**config.mk**
```make
export PLATFORM = sky130hd
export DESIGN_NAME = sync_fifo_param
export DESIGN_NICKNAME = d
export VERILOG_FILES = /design/src/rtl/sync_fifo_param.sv
export SDC_FILE = /design/constraint.sdc
export NUM_CORES = 1
export LEC_CHECK = 0
export ABC_AREA = 1
export BUFFER_PORTS_ARGS = -buffer_cell sky130_fd_sc_hd__buf_4
export CAP_MARGIN = 15
export CORE_ASPECT_RATIO = 1.4
export CORE_MARGIN = 3
export CORE_UTILIZATION = 25
export DETAILED_ROUTE_END_ITERATION = 10
export RECOVER_POWER = 25
export SYNTH_ARGS = -nofsm -noshare
export SYNTH_HDL_FRONTEND = slang
export SYNTH_SLANG_ARGS = --single-unit
```
**constraint.sdc**
```tcl
create_clock -name clk -period 2.8 [get_ports clk]
set_input_delay 0.56 -clock clk [delete_from_list [all_inputs] [get_ports clk]]
set_output_delay 0.56 -clock clk [all_outputs]
set_load 0.01 [all_outputs]
```
**src/rtl/sync_fifo_param.sv**
```systemverilog
// rtl/sync_fifo_param.sv - parametrised single-clock FIFO with thresholds, flush and error pulses
module sync_fifo_param #(
    parameter int DATA_W    = 8,
    parameter int DEPTH     = 8,
    parameter int AFULL_TH  = DEPTH - 2,
    parameter int AEMPTY_TH = 2
) (
    input  logic                     clk,
    input  logic                     reset,
    input  logic                     flush,
    input  logic                     w_en,
    input  logic [DATA_W-1:0]        data_in,
    input  logic                     r_en,
    output logic [DATA_W-1:0]        data_out,
    output logic                     data_valid,
    output logic                     full,
    output logic                     empty,
    output logic                     almost_full,
    output logic                     almost_empty,
    output logic [$clog2(DEPTH):0]   count,
    output logic                     overflow,
    output logic                     underflow
);

    localparam int AW = $clog2(DEPTH);
    localparam int CW = AW + 1;

    localparam logic [CW-1:0] DEPTH_C  = CW'(DEPTH);
    localparam logic [CW-1:0] AFULL_C  = CW'(AFULL_TH);
    localparam logic [CW-1:0] AEMPTY_C = CW'(AEMPTY_TH);

    // Storage is deliberately not reset; only the pointers define validity.
    logic [DATA_W-1:0] mem [DEPTH];

    // The extra pointer MSB separates a full buffer from an empty one.
    logic [CW-1:0] w_ptr;
    logic [CW-1:0] r_ptr;

    logic wr_acc;
    logic rd_acc;

    // Acceptance uses the registered flags, so a full FIFO can never take a
    // write in the same cycle a read frees a slot (and likewise for empty).
    assign wr_acc = w_en && !full  && !flush;
    assign rd_acc = r_en && !empty && !flush;

    // Occupancy and flags are pure functions of the registered pointers.
    assign count        = w_ptr - r_ptr;
    assign empty        = (w_ptr == r_ptr);
    assign full         = (count == DEPTH_C);
    assign almost_full  = (count >= AFULL_C);
    assign almost_empty = (count <= AEMPTY_C);

    // Pointer advance; flush rewinds both pointers to the origin.
    always_ff @(posedge clk or negedge reset) begin
        if (!reset) begin
            w_ptr <= '0;
            r_ptr <= '0;
        end else if (flush) begin
            w_ptr <= '0;
            r_ptr <= '0;
        end else begin
            if (wr_acc) begin
                w_ptr <= w_ptr + 1'b1;
            end
            if (rd_acc) begin
                r_ptr <= r_ptr + 1'b1;
            end
        end
    end

    // Array write at the low address bits of the write pointer.
    always_ff @(posedge clk) begin
        if (wr_acc) begin
            mem[w_ptr[AW-1:0]] <= data_in;
        end
    end

    // Registered read data; holds its value when no read is accepted or on flush.
    always_ff @(posedge clk or negedge reset) begin
        if (!reset) begin
            data_out <= '0;
        end else if (rd_acc) begin
            data_out <= mem[r_ptr[AW-1:0]];
        end
    end

    // One-cycle status pulses for accepted reads and rejected requests.
    always_ff @(posedge clk or negedge reset) begin
        if (!reset) begin
            data_valid <= 1'b0;
            overflow   <= 1'b0;
            underflow  <= 1'b0;
        end else begin
            data_valid <= rd_acc;
            overflow   <= w_en && full  && !flush;
            underflow  <= r_en && empty && !flush;
        end
    end

endmodule

```
==> impl_metrics.ini <==
[setup_path]
crit_required_ps = 2240
critPathMaxFanout = 8
cp-endpoint = full
crit_family = adder cells
cp-startpoint = w_ptr[0]
regToRegStartpoint = w_ptr[0]
rrSetupSlack_ps = 510
crit_path_cell_trace = inv_2, ha_1, fa_1, nand2_1, nor2_2, nand3_4, inv_1, buf_4
crit_buf_inv = 3
cp_num_cells = 8
r2r_cells = 11
slowest_stage = fa_1
crit_type = reg2out
slowest_delay_ps = 510
arrival_ps = 2160
cp-start-kind = flip-flop
worstSetupEndpointType = output port
r2r_end = mem[0][1]

[sta]
hold_violations = 0
min_period_over_period_pct = 97.0
fin_skew_ps = 7.45
setup-violations-final = 0
fmax_mhz = 368
max_slew_margin_pct = 30.8
tightest_slew_ps = 1040
rsz0062_at_grt = true
slew_viol_final = 0
fin_setup_tns_ps = 0
fin_crit_ps = 2720

[power]
clkPwrFrac_pct = 27.4
p_total_w = 0.00406
vdd_drop_max_uv = 616
swShare_pct = 34.8
pwr-share-comb_pct = 34.9
power_frac_seq_pct = 37.7
p_per_area_nw_per_um2 = 925
switchingPower_w = 0.00142
leakage_nw = 1.72
internal_power_w = 0.00265

[finish]
areaGrowthSynthToFinish_pct = 20.9
nets = 391
num_antenna_cells = 0
final_cell_area_um2 = 4400
fin_util_pct = 31.2
drive_gt1_share_pct = 19.1

[floorplan]
die_area_um2 = 16000
io_pins = 32
die_h_um = 149
core_area_um2 = 14100
start_util_pct = 25.8
rows = 51
die_x_um = 108

[synth]
ys_types = 27
syn_avg_cell_area_um2 = 11.0
synthMuxAreaShare_pct = 0
synth-warning-count = 0
syn_nets = 349
synth-seq-cells = 83
synthAdderAreaFrac_pct = 2.27
netlist_instances = 330
synth_simple_gate_area_share_pct = 19.8
synth-compound-area-share_pct = 6.40
yosysSeqAreaShare_pct = 66.0
synth_top_family_by_area = simple AND/OR/NAND/NOR gates
syn_area_um2 = 3630
synth_xor_area_share_pct = 0.964

[routing]
dr.first_iter.drc_count = 99
drt_first_pass_iters = 4
routed_wl_mm = 7.97
wl_per_cell_um = 14.2
detail-route-antenna-nets = 0
vias = 2486
drc_errors = 0
drt-vias-per-instance = 4.42

[global_routing]
grt_pass1_vias = 2458
antenna_found_initial = 0
grt_remaining_overflow = 0
gr-usage-all-layers_pct = 10.6
grt_max_degree = 36
grt_first_pass_wirelength_mm = 12.9

[place]
gp_congestion = 0.771
dp_hpwl_mm = 5.44
placed_area_um2 = 4110
numPortBuffers = 31

[cts]
cts_tree = built
cts.sink_count = 83
ctsRootBufferMaster = clkbuf_16
cts_buffers = 9
cts_max_level = 3
clk_latency_ps = 330
path_clk_slew_ps = 60
post_cts_buffers = 0
cts_buffer_depth = 2

[status]
status = completed

[hold_path]
hold_class = in2async

[job]
cap_violations = 0
==> flip-flops by register name, indices dropped and copies added, names as in the netlist <==
register / cells
mem: 64
data_out: 8
underflow: 1
w_ptr: 4
r_ptr: 4
overflow: 1
data_valid: 1
==> cell families after synthesis <==
kind of cell / Yosys count
and+or+nand+nor: 158
adders and majority gates: 6
AOI/OAI and AO/OA: 46
DFF: 83
buffers and inverters: 33
xor gates and xnor gates: 4
==> synth_stat cells (all sizes together) <==
library cell	n	area, um2
nand2	35	144
a21oi	1	5.00
inv	18	70.1
nand3	40	243
clkinv	1	3.75
buf	12	82.6
edfxtp	64	1920
dfrtp	19	475
a211oi	1	7.51
o21ai	44	220
xor2	4	35.0
nand4	5	31.3
fa	1	20.0
ha	5	62.6
clkbuf	2	10.0
nor2	78	303
==> timing repair <==
action | 4_1_cts | 5_1_grt
setup endpoints to repair | 1 | 2
gates resized for setup | 1 | 2
hold buffers | 0 | 0
==> layout by cell type, fill, tap and decap left out <==
| master | instances |
|---|---|
| nand3_1 | 36 |
| nand4_1 | 5 |
| nor2_2 | 1 |
| clkbuf_16 | 9 |
| fa_1 | 1 |
| clkbuf_1 | 5 |
| ha_1 | 4 |
| o21ai_0 | 41 |
| dfrtp_1 | 18 |
| ha_4 | 1 |
| xor2_1 | 4 |
| nor2_1 | 76 |
| nand3_2 | 1 |
| clkinv_4 | 2 |
| nand2_4 | 1 |
| clkbuf_8 | 2 |
| nand2_2 | 2 |
| buf_4 | 40 |
| nor2_4 | 1 |
| clkinv_2 | 1 |
| a211oi_1 | 1 |
| o21ai_1 | 3 |
| dfrtp_2 | 1 |
| inv_1 | 13 |
| a21oi_1 | 1 |
| edfxtp_1 | 64 |
| nand3_4 | 3 |
| clkinvlp_4 | 1 |
| inv_4 | 2 |
| inv_2 | 4 |
| nand2_1 | 32 |
| clkinv_1 | 1 |
==> layer usage <==
metal	wire, um	vias to the layer above	GRT usage (%)
met3	416	12	2.74
met4	150	0	4.36
met5	0	-	0
li1	-	1222	-
met2	4130	54	18.8
met1	3280	1198	12.1
==> final cells by class <==
cell class	count	area (um2)
multi-input combinational	214	1080
inverter	19	73.8
clock inverter	5	36.3
clock buffer	11	253
tap	185	231
timing repair buffer	45	319
fill	1422	9710
sequential	83	2400
==> power by group through the flow <==
stage	sequential [W]	combinational, W	clock [W]
6_report	0.00153	0.00142	0.00111
5_1_grt	0.00155	0.00162	0.00119
4_1_cts	0.00153	0.00145	0.00114
3_5_place_dp	0.00156	0.00144	0
3_3_place_gp	0.00155	0.00141	0
2_1_floorplan	0.00157	0.000926	0
==> per-stage QoR <==
stage	hold slack, ps	std cells	setup slack [ps]
finish	386	562	84.2
global placement	448	546	377
global route	463	562	-19.0
CTS	92.1	562	14.8
floorplan	264	330	329
detailed placement	451	546	313
==> worst min-delay path by stage <==
| stage | from | slack (ps) | end |
|---|---|---|---|
| after floorplan | reset | 260 | data_out[0] |
| after global placement | reset | 450 | w_ptr[3] |
| after detailed placement | reset | 450 | w_ptr[3] |
| after CTS | reset | 90 | r_ptr[3] |
| after global routing | reset | 460 | w_ptr[3] |
| final | reset | 390 | w_ptr[3] |
Power figures use the tool's default switching activity.
